--- src/rtl/datamover_cmd_sched.sv ---
// Round-robin sharing of one DataMover CMD/STS pair; jobs split into CHUNK-aligned commands.
// Accept->first cmd 2 cycles, last status->done 2 cycles; tvalid gated by outstanding limit, STS always ready.
module datamover_cmd_sched #(
  parameter int NREQ            = 4,
  parameter int CHUNK           = 4096,
  parameter int MAX_OUTSTANDING = 4
) (
  input  logic                 axis_clk,
  input  logic                 axis_rst,
  input  logic [NREQ-1:0]      req_valid,
  output logic [NREQ-1:0]      req_ready,
  input  logic [NREQ*64-1:0]   req_addr,
  input  logic [NREQ*32-1:0]   req_len,
  output logic [NREQ-1:0]      done,
  output logic [NREQ-1:0]      err,
  output logic                 busy,
  output logic [3:0]           grant_id,
  output logic [103:0]         S_AXIS_CMD_tdata,
  output logic                 S_AXIS_CMD_tvalid,
  input  logic                 S_AXIS_CMD_tready,
  input  logic [7:0]           M_AXIS_STS_tdata,
  input  logic                 M_AXIS_STS_tvalid,
  output logic                 M_AXIS_STS_tready,
  input  logic                 M_AXIS_STS_tlast
);

  typedef enum logic [2:0] {S_IDLE, S_GRANT, S_ISSUE, S_DRAIN, S_DONE} state_t;

  localparam logic [31:0] CMASK = 32'(CHUNK - 1);

  state_t       r_state, w_state_nxt;
  logic [63:0]  r_addr;
  logic [31:0]  r_rem;
  logic [3:0]   r_out;
  logic [3:0]   r_grant_id;
  logic [3:0]   r_rr_ptr;
  logic         r_err;

  logic [NREQ-1:0] w_hi;
  logic            w_pick_vld;
  logic [3:0]      w_pick;
  logic [63:0]     w_sel_addr;
  logic [31:0]     w_sel_len;
  logic [31:0]     w_room;
  logic [31:0]     w_chunk;
  logic            w_last;
  logic            w_cmd_vld;
  logic            w_cmd_hs;
  logic            w_sts;
  logic            w_sts_bad;
  logic            w_unused_tlast;

  // Requesters at or after the pointer win; otherwise wrap to the lowest index.
  always_comb begin
    w_hi       = '0;
    w_pick     = '0;
    w_pick_vld = |req_valid;
    w_sel_addr = '0;
    w_sel_len  = '0;
    for (int i = 0; i < NREQ; i++) w_hi[i] = req_valid[i] && (4'(i) >= r_rr_ptr);
    for (int i = NREQ - 1; i >= 0; i--) if (req_valid[i]) w_pick = 4'(i);
    for (int i = NREQ - 1; i >= 0; i--) if (w_hi[i]) w_pick = 4'(i);
    for (int i = 0; i < NREQ; i++) begin
      if (w_pick == 4'(i)) begin
        w_sel_addr = req_addr[i*64 +: 64];
        w_sel_len  = req_len[i*32 +: 32];
      end
    end
  end

  assign w_room    = 32'(CHUNK) - (r_addr[31:0] & CMASK);
  assign w_chunk   = (r_rem < w_room) ? r_rem : w_room;
  assign w_last    = (r_rem <= w_room);
  assign w_cmd_vld = (r_state == S_ISSUE) && (r_rem != 32'd0) && (r_out < 4'(MAX_OUTSTANDING));
  assign w_cmd_hs  = w_cmd_vld && S_AXIS_CMD_tready;
  // A status with nothing outstanding cannot belong to this job and is discarded.
  assign w_sts     = M_AXIS_STS_tvalid && (r_state != S_IDLE) && (r_out != 4'd0);
  assign w_sts_bad = !M_AXIS_STS_tdata[7] || (|M_AXIS_STS_tdata[6:4]) ||
                     (M_AXIS_STS_tdata[3:0] != r_grant_id);
  assign w_unused_tlast = M_AXIS_STS_tlast;

  assign S_AXIS_CMD_tvalid = w_cmd_vld;
  assign S_AXIS_CMD_tdata  = {4'h0, r_grant_id, r_addr, 1'b0, w_last, 6'h00, 1'b1, w_chunk[22:0]};
  assign M_AXIS_STS_tready = 1'b1;
  assign grant_id          = r_grant_id;

  always_ff @(posedge axis_clk) begin
    if (axis_rst) r_state <= S_IDLE;
    else          r_state <= w_state_nxt;
  end

  always_comb begin
    w_state_nxt = r_state;
    req_ready   = '0;
    done        = '0;
    err         = '0;
    busy        = 1'b0;
    case (r_state)
      S_IDLE: begin
        if (w_pick_vld) begin
          w_state_nxt = S_GRANT;
          for (int i = 0; i < NREQ; i++) req_ready[i] = (w_pick == 4'(i));
        end
      end
      S_GRANT: begin
        busy        = 1'b1;
        w_state_nxt = (r_rem == 32'd0) ? S_DONE : S_ISSUE;
      end
      S_ISSUE: begin
        busy = 1'b1;
        if (w_cmd_hs && w_last) w_state_nxt = S_DRAIN;
      end
      S_DRAIN: begin
        busy = 1'b1;
        if (r_out == 4'd0) w_state_nxt = S_DONE;
      end
      S_DONE: begin
        w_state_nxt = S_IDLE;
        for (int i = 0; i < NREQ; i++) begin
          done[i] = (r_grant_id == 4'(i));
          err[i]  = (r_grant_id == 4'(i)) && r_err;
        end
      end
      default: w_state_nxt = S_IDLE;
    endcase
  end

  always_ff @(posedge axis_clk) begin
    if (axis_rst) begin
      r_addr     <= '0;
      r_rem      <= '0;
      r_out      <= '0;
      r_grant_id <= '0;
      r_rr_ptr   <= '0;
      r_err      <= 1'b0;
    end else begin
      if (r_state == S_IDLE && w_pick_vld) begin
        r_addr     <= w_sel_addr;
        r_rem      <= w_sel_len;
        r_grant_id <= w_pick;
      end else if (w_cmd_hs) begin
        r_addr <= r_addr + 64'(w_chunk);
        r_rem  <= r_rem - w_chunk;
      end
      if (w_cmd_hs && !w_sts)      r_out <= r_out + 4'd1;
      else if (!w_cmd_hs && w_sts) r_out <= r_out - 4'd1;
      if (r_state == S_DONE) begin
        r_err    <= 1'b0;
        r_rr_ptr <= (r_grant_id == 4'(NREQ - 1)) ? 4'd0 : r_grant_id + 4'd1;
      end else if (w_sts && w_sts_bad) begin
        r_err <= 1'b1;
      end
    end
  end

endmodule

--- config.mk ---
export PLATFORM = sky130hd
export DESIGN_NAME = datamover_cmd_sched
export DESIGN_NICKNAME = d
export VERILOG_FILES = /design/src/rtl/datamover_cmd_sched.sv
export SDC_FILE = /design/constraint.sdc
export NUM_CORES = 1
export LEC_CHECK = 0
export BUFFER_PORTS_ARGS = -buffer_cell sky130_fd_sc_hd__buf_2
export CORE_AREA = 5 5 203 205
export CTS_CLUSTER_DIAMETER = 150
export DETAILED_ROUTE_END_ITERATION = 16
export DIE_AREA = 0 0 208 210
export SYNTH_ARGS = -nofsm -noshare
export SYNTH_HDL_FRONTEND = slang
export SYNTH_SLANG_ARGS = --single-unit
--- constraint.sdc ---
create_clock -name axis_clk -period 7.5 [get_ports axis_clk]
set_clock_uncertainty 0.15 [all_clocks]
set_input_delay 1.5 -clock axis_clk [delete_from_list [all_inputs] [get_ports axis_clk]]
set_output_delay 1.5 -clock axis_clk [all_outputs]
set_load 0.1 [all_outputs]
Word level (Yosys, flattened, before mapping)
Index checks and enable logic that the tools add are counted.
W data, S select, Z words.
- input bits: 401
- logic and storage cells: 106
- register bits after elaboration: 112
- output and inout port bits: 123
- multiplexer cells: 34
- add/subtract/negate cells: 6
- equal/unequal tests: 14
- $lt $le $gt $ge: 7
- reduce and logical (&&, ||, !) cells: 38
- operator list (operator ; number):
    $mux W64 ; 6
    $mux W32 ; 7
    $add A64 B32 Y64 ; 1
    $mux W4 ; 13
    $le A32 B32 Y1 ; 1
    $logic_not A32 Y1 ; 1
    $lt A32 B32 Y1 ; 1
    $reduce_bool A32 Y1 ; 1
    $sub A32 B32 Y32 ; 1
    $logic_and A1 B1 Y1 ; 18
    $eq A4 B2 Y1 const B ; 4
    $sub A13 B12 Y14 const A ; 1
    $logic_not A4 Y1 ; 3
    $mux W3 ; 4
    $pmux W3 S4 ; 1
    $add A4 B1 Y4 const B ; 2
    $eq A4 B1 Y1 const B ; 2
    $ge A1 B4 Y1 const A ; 2
    $ge A2 B4 Y1 const A ; 2
    $eq A3 B2 Y1 const B ; 2
    $reduce_or A3 Y1 ; 2
    $lt A4 B3 Y1 const B ; 1
    $mux W2 ; 2
    $ne A2 B2 Y1 const B ; 2
    other kinds (15) ; 19

Longest topological paths before layout
Gate-level depths: netlist of the first run.
- depth after elaboration: 14
- depth in mapped cells: 27

Worst setup path after synthesis of the first run
No wires, ideal clock.
- path kind: register -> register
- start point: reg r_addr[1]
- end point: reg r_addr[60]
- period minus slack after synthesis: 8.493 ns
- setup slack: -0.993 ns
- library setup time: 0.103 ns
- stages on the path, launching flop included: 26
- arrival time: 8.240 ns
- path buffers: 1
- required time: 7.247 ns
- cell sequence: dfxtp_1 inv_1 ha_1 inv_1 or4_1 nor3_1 xnor2_1 inv_1 ha_1 and3_1 nand4_1 a21oi_1 a2111oi_4 buf_6 o21ai_0 ha_1 inv_1 fa_1 nor2b_1 o211ai_1 a21o_1 o211ai_2 a31oi_1 or4_1 o21a_1 a2111oi_2
- cells in the longest elaborated chain, start to end: 6
- RTL lines (element ; line ; text):
    from (decl) ; 32 ; logic [63:0] r_addr;
    from (signal assigned) ; 138 ; r_addr <= w_sel_addr;
    from (signal assigned) ; 142 ; r_addr <= r_addr + 64'(w_chunk);
    $sub A13 B12 Y14 ; 71 ; assign w_room = 32'(CHUNK) - (r_addr[31:0] & CMASK);
    $lt A32 B32 Y1 ; 72 ; assign w_chunk = (r_rem < w_room) ? r_rem : w_room;
    $mux W32 ; 72 ;
    named net S_AXIS_CMD_tdata[0] ; 18 ; output logic [103:0] S_AXIS_CMD_tdata,
    $add A64 B32 Y64 ; 142 ;
    $mux W64 ; 141 ; end else if (w_cmd_hs) begin
    $mux W64 ; 137 ; if (r_state == S_IDLE && w_pick_vld) begin
The timed path passes the listed nets, and every way through them passes these cells. The select of a mux whose other input is x is not followed.
A chain may end at the register's enable or synchronous reset.

Worst setup path after layout of the first run
- start point: reg r_addr[0]
- end point: reg r_addr[60]
- cells in the longest elaborated chain, start to end: 6
- RTL lines (element ; line):
    $sub A13 B12 Y14 ; 71
    $lt A32 B32 Y1 ; 72
    $mux W32 ; 72
    $add A64 B32 Y64 (*) ; 142
    $mux W64 (*) ; 141
    $mux W64 (*) ; 137
Every way passes the cells marked *; elsewhere a longest branch is shown, timed or not. The select of a mux whose other input is x is not followed.

==> results.txt, run 1 <==
P per Cell Area = 472 mW/mm^2
Final setup TNS = 0 ps
Clock Latency Late Sink = 380 ps
Critical path endpoint = r_addr[60]
Fin cells = 2691
Routed wire per std cell = 21.3 microns
CP max stage delay = 660 ps
Num ports = 524
Vias = 14900
Pin count of the biggest net entering global routing = 106
Critical Path Sink Type = flip-flop
CORE AREA = 0.0393 sq mm
Total power = 7.11 mW
Fin crit share = 90.6%
Initial Util = 30.2%
Std cell rows = 73
P_sw = 4.51 mW
CTS resizes = 0
Clk pwr share = 7.3%
Fmax = 0.147 GHz
Initial DRC count = 1240
Yosys cell types = 82
EDFF count, synth = 0
RSZ-0062 raised after global routing = no
Clock root buffer = clkbuf_16
Final setup fails = 0
Vias in the first global route = 14400
Number of hold buffers added after cts = 0
Clock Sinks = 108
Sw Ratio = 63.4%
Most Frequent Cell on Critical Path = inv_1
Ys Warns = 0
Max clock buf depth = 2
First-pass DRT Iterations = 5
Peak VDD IR = 0.289 mV
Detail Route Antenna Nets = 0
Total Wirelength = 57300 microns
Internal power = 2.60 mW
Syn Inst Count = 1724
Finished Core Util = 38.4%
Capturing point of the worst reg2reg path = r_addr[60]
Hold Crit Class = flip-flop to flip-flop
Crit path from = r_addr[0]
CTS tree = yes
Netlist Area Pre-Place = 0.0118 sq mm
Vias per cell = 5.53
Worst path arrival time = 6920 ps
Post-CTS Setup Inserts = 0
R2r setup slk = 710 ps
Reg2reg path depth = 26
Worst slew pin tran = 1080 ps
GRT overflow = 0
Gpl congestion = 0.923
Leakage = 6.96 nW
Part of the power in combinational logic = 77.6%
Startpoint Class = flip-flop
DP HPWL = 45000 microns
Global-route wire length before repair = 85200 microns
CTS Buf Count = 9
Asr flop ratio synth = 0%
GRT Total Usage = 24.6%
Reg power frac = 15.1%
Critical Path RT = 7630 ps
Critical R2R Launch = r_addr[0]
Die area = 0.0437 sq mm
Reg clk slew, reported paths = 80 ps
Layout cells sized above 1 = 27.4%
Commonest non-fill, non-tap cell in the layout = buf_2
Status = completed
H-tree depth = 3
Pre-CTS WS = 699 ps
Classification of the worst setup path = flip-flop to flip-flop
PnR worst setup slack = 708 ps
Initial antenna violation count = 5
Register area share after synthesis = 18.3%
Placed Area = 0.0148 sq mm
CP Max Fanout = 16
Syn avg cell area = 6.87 sq um
Die height = 210 microns
Chip width = 208 microns
Fin area = 0.0151 sq mm
Layout net count = 2627
Placed instance count = 2671
Area grow syn2layout = 27.3%
CP max stage cell = or4_1
Hold WS = 363 ps
Max-Slew Margin vs Limit = 27.2%
# DRC = 0
Min-delay src = r_addr[17]
Top FF cell, synth = dfxtp_1
Most frequent cells in the layout = buf_2, nand2_1, nand3_1, a21oi_1, nor2_1
Synth Register Bits = 108
Period minus WS final = 6790 ps
Fin. Hold Viols = 0
Max Slew Vio Count = 0
PortBufs = 495
Maxcap violations = 0
## critical path, delay by kind of cell, from the launching register on
kind	cells	cell delay, ps
AO/OA/AOI/OAI	9	2230
XOR/XNOR	1	170
AND/OR/NAND/NOR	7	1970
flip-flops	1	420
buffers and inverters	5	660
adder cells (fa/ha/maj)	4	1080
## routing by layer
layer	track usage (%)	part of all wire, %	vias up
met5	0	0.023	-
met4	8.00	3.0	2
met3	4.66	7.6	69
met2	42.0	48	652
met1	31.6	42	7046
li1	-	-	7121
## cells by family after synthesis
group | Yosys count | share of synthesized area, %
AND/OR/NAND/NOR | 770 | 30.3
AO/OA/AOI/OAI | 456 | 26.3
buffers and inverters | 191 | 7.24
flip-flops | 108 | 18.3
adder cells (fa/ha/maj) | 69 | 7.48
multiplexers | 65 | 5.65
XOR/XNOR | 63 | 4.66
other | 2 | 0.0634
## worst min-delay path by stage
stage | depth (start not counted) | slack (ps) | end
final | 2 | 360 | r_addr[17]
after floorplan | 2 | 320 | r_out[3]
after global routing | 2 | 390 | r_rem[30]
after CTS | 2 | 360 | r_rem[23]
after global placement | 2 | 330 | r_rem[23]
after detailed placement | 2 | 350 | r_rem[23]
## state kept, by name (all words and copies together) (netlist names)
register	flops
grant_id	2
r_addr	64
r_err	1
r_out	4
r_rem	32
r_rr_ptr	2
r_state	3
## cell usage after synthesis, types with 7 or more instances
master	instances	area share [%]
o21ai_0	70	3.0
a211oi_1	51	3.2
a31oi_1	23	1.2
o21a_1	11	0.70
nor4_1	24	1.3
o211ai_1	10	0.63
a311o_1	8	0.68
a221oi_1	30	2.2
clkbuf_1	81	2.6
xor2_1	22	1.6
nand4_1	16	0.85
a22oi_1	7	0.44
a311oi_1	12	0.89
dfxtp_1	108	18
nor2_1	123	3.9
or2_2	7	0.37
mux2i_1	50	4.2
a21o_1	17	1.1
nor2b_1	14	0.74
a21oi_1	129	5.5
nand3_1	134	5.7
a2111oi_0	7	0.52
and3_1	22	1.2
xnor2_1	41	3.0
and2_1	14	0.74
nor3_1	52	2.2
or3_1	14	0.74
mux2_2	15	1.4
a211o_1	12	0.89
buf_2	14	0.59
inv_1	45	1.4
nand2_1	306	9.7
buf_1	18	0.57
ha_1	66	7.0
buf_4	30	1.9
## power by group through the flow
stage / Sequential [mW] / Combinational (mW) / Clock [mW]
3_3_place_gp: 1.07 / 5.40 / 0
5_1_grt: 1.10 / 5.92 / 0.551
3_5_place_dp: 1.07 / 5.43 / 0
4_1_cts: 1.06 / 5.46 / 0.535
6_report: 1.07 / 5.52 / 0.520
2_1_floorplan: 1.86 / 3.30 / 0
## final cells by class
class | count | area [sq um]
well taps | 525 | 657
fillers | 4263 | 24200
inverters | 45 | 169
clock buffers | 10 | 239
diodes | 4 | 10.0
clock inverters | 6 | 61.3
repair buffers | 524 | 2710
flip-flops and latches | 108 | 2160
multi-input cells | 1469 | 9060
No activity file was read; power rests on OpenSTA's default activity.
==> run 2: changes to the inputs <==
Settings changed: REMOVE_ABC_BUFFERS set to 1.
==> run 2 against run 1 <==
Effect of this change:
- die area unchanged
- clock power is 6.2% higher
- worst setup slack worse by 150 ps
- non-clock buffer count grew 5
- core utilization increased by 0.13 points
- register-to-register slack worse by 150 ps
- fmax is 2.1% lower
- final area increased by 0.35%
- sequential cell count did not move
- power hardly changed
- hold slack lost 0.95 ps
- global-route usage fell by 0.27 points
- critical endpoint unchanged
==> results.txt, run 2 (synthesis results as in run 1) <==
GRT Total Usage = 24.4% (-0.27 points)
Max Slew Vio Count = 0 (unchanged)
Reg2reg path depth = 24 (-7.7%)
Max-Slew Margin vs Limit = 23.4% (-3.8 points)
Global-route wire length before repair = 84500 microns (-0.80%)
Leakage = 6.98 nW (+0.34%)
Critical R2R Launch = r_addr[0]
Gpl congestion = 0.932 (+1.1%)
Clock root buffer = clkbuf_16
Vias in the first global route = 14600 (+1.5%)
CORE AREA = 0.0393 sq mm (unchanged)
Commonest non-fill, non-tap cell in the layout = buf_2
Status = completed
CTS tree = yes
Vias per cell = 5.48 (-0.99%)
Num ports = 524 (unchanged)
PnR worst setup slack = 563 ps (-145 ps)
Max clock buf depth = 2 (unchanged)
Clock Sinks = 108 (unchanged)
Critical path endpoint = r_addr[60]
RSZ-0062 raised after global routing = no
Area grow syn2layout = 27.7%
GRT overflow = 0 (unchanged)
Die height = 210 microns (unchanged)
First-pass DRT Iterations = 5 (unchanged)
Fin. Hold Viols = 0 (unchanged)
Reg area = 0.00216 sq mm (unchanged)
Capturing point of the worst reg2reg path = r_addr[60]
Critical Path RT = 7640 ps (about the same)
Filler cells = 4266 (+0.070%)
PortBufs = 495 (unchanged)
Worst path arrival time = 7070 ps (+150 ps)
Multi-input logic area = 0.00907 sq mm (about the same)
Most frequent cells in the layout = buf_2, nand2_1, nand3_1, a21oi_1, nor2_1
P per Cell Area = 470 mW/mm^2 (-0.40%)
R2r setup slk = 560 ps (-150 ps)
Period minus WS final = 6940 ps (+145 ps)
Pin count of the biggest net entering global routing = 68 (-36%)
Std cell rows = 73 (unchanged)
Regs by FF count = r_addr x64, r_rem x32, r_out x4
Startpoint Class = flip-flop
Initial DRC count = 915 (-26%)
Classification of the worst setup path = flip-flop to flip-flop
Chip width = 208 microns (unchanged)
H-tree depth = 3 (unchanged)
Vias = 14800 (-0.88%)
Post-CTS Setup Inserts = 0 (unchanged)
Crit path from = r_addr[0]
Layout cells sized above 1 = 27.6% (+0.17 points)
Worst slew pin tran = 1140 ps (+55.9 ps)
Final setup TNS = 0 ps (unchanged)
Layout net count = 2632 (+0.19%)
Fmax = 0.144 GHz (-2.1%)
Largest register FFs = 64 (unchanged)
Clock Latency Late Sink = 380 ps (about the same)
Fin crit share = 92.5% (+1.9 points)
Total Wirelength = 56200 microns (-1.8%)
CP Max Fanout = 16 (unchanged)
Finished Core Util = 38.5% (+0.13 points)
Die area = 0.0437 sq mm (unchanged)
Largest Register = r_addr
CTS Buf Count = 9 (unchanged)
Detail Route Antenna Nets = 0 (unchanged)
Initial Util = 30.2% (unchanged)
Maxcap violations = 0 (unchanged)
Hold Crit Class = flip-flop to flip-flop
Peak VDD IR = 0.306 mV (+5.9%)
Hold WS = 362 ps (-0.951 ps)
Routed wire per std cell = 20.9 microns (-1.9%)
DP HPWL = 43900 microns (-2.3%)
Reg clk slew, reported paths = 80 ps (about the same)
Pre-CTS WS = 403 ps (-297 ps)
Initial antenna violation count = 8 (+3)
# DRC = 0 (unchanged)
Final setup fails = 0 (unchanged)
Critical Path Sink Type = flip-flop
run 2: cell type report:
class,instances,share of cell area (%)
clock inverters,6,0.579
clock buffers,10,1.58
flip-flops and latches,108,14.3
well taps,525,4.34
inverters,45,1.12
repair buffers,529,18.1
multi-input cells,1469,60.0
diodes,2,0.0331
run 2: metrics by stage:
step	total power [mW]	instance area (sq um)	instances
2_1_floorplan	5.10	11300	1622
3_3_place_gp	6.44	14800	2676
3_5_place_dp	6.50	14800	2676
4_1_cts	7.09	15100	2692
5_1_grt	7.61	15100	2694
6_report	7.11	15100	2694
run 2: how the worst min path moves through the flow:
stage | from | to | slack (ps) | cells past startpoint
after floorplan | r_rem[31] | r_rem[31] | 310 | 2
after global placement | r_rem[23] | r_rem[23] | 330 | 2
after detailed placement | r_rem[23] | r_rem[23] | 350 | 2
after CTS | r_rem[23] | r_rem[23] | 360 | 2
after global routing | r_rem[23] | r_rem[23] | 370 | 2
final | r_rem[30] | r_rem[30] | 360 | 2
run 2: worst max-delay path, cell delays in order (launching register included):
cell and delay (ps):
dfxtp_1 410, inv_1 140, ha_1 190, inv_1 70, or4_1 540, nor3_1 370
inv_1 90, ha_1 350, and3_1 170, nand4_1 140, a21oi_1 310, a2111oi_4 50
buf_4 230, o21ai_0 340, ha_1 270, inv_1 60, fa_1 380, nor2b_1 220
o211ai_1 170, a21o_1 230, o211ai_2 360, a31oi_1 400, or4_1 650, o21a_1 220
a2111oi_2 310
run 2: timing repair:
item                                    in CTS  in global routing
endpoints found under the setup margin       0                  3
resized for setup                            0                  2
hold buffers                                 0                  0
run 2: metal layers:
metal,global-route usage (%),wire [microns]
met5,0,80
met4,7.45,1540
met1,30.5,23800
met3,4.64,3910
met2,42.7,26800
run 2: where the power goes:
part / internal (mW) / switching [mW]
Clock: 0.302 / 0.250
Sequential: 0.780 / 0.289
Combinational: 1.56 / 3.93
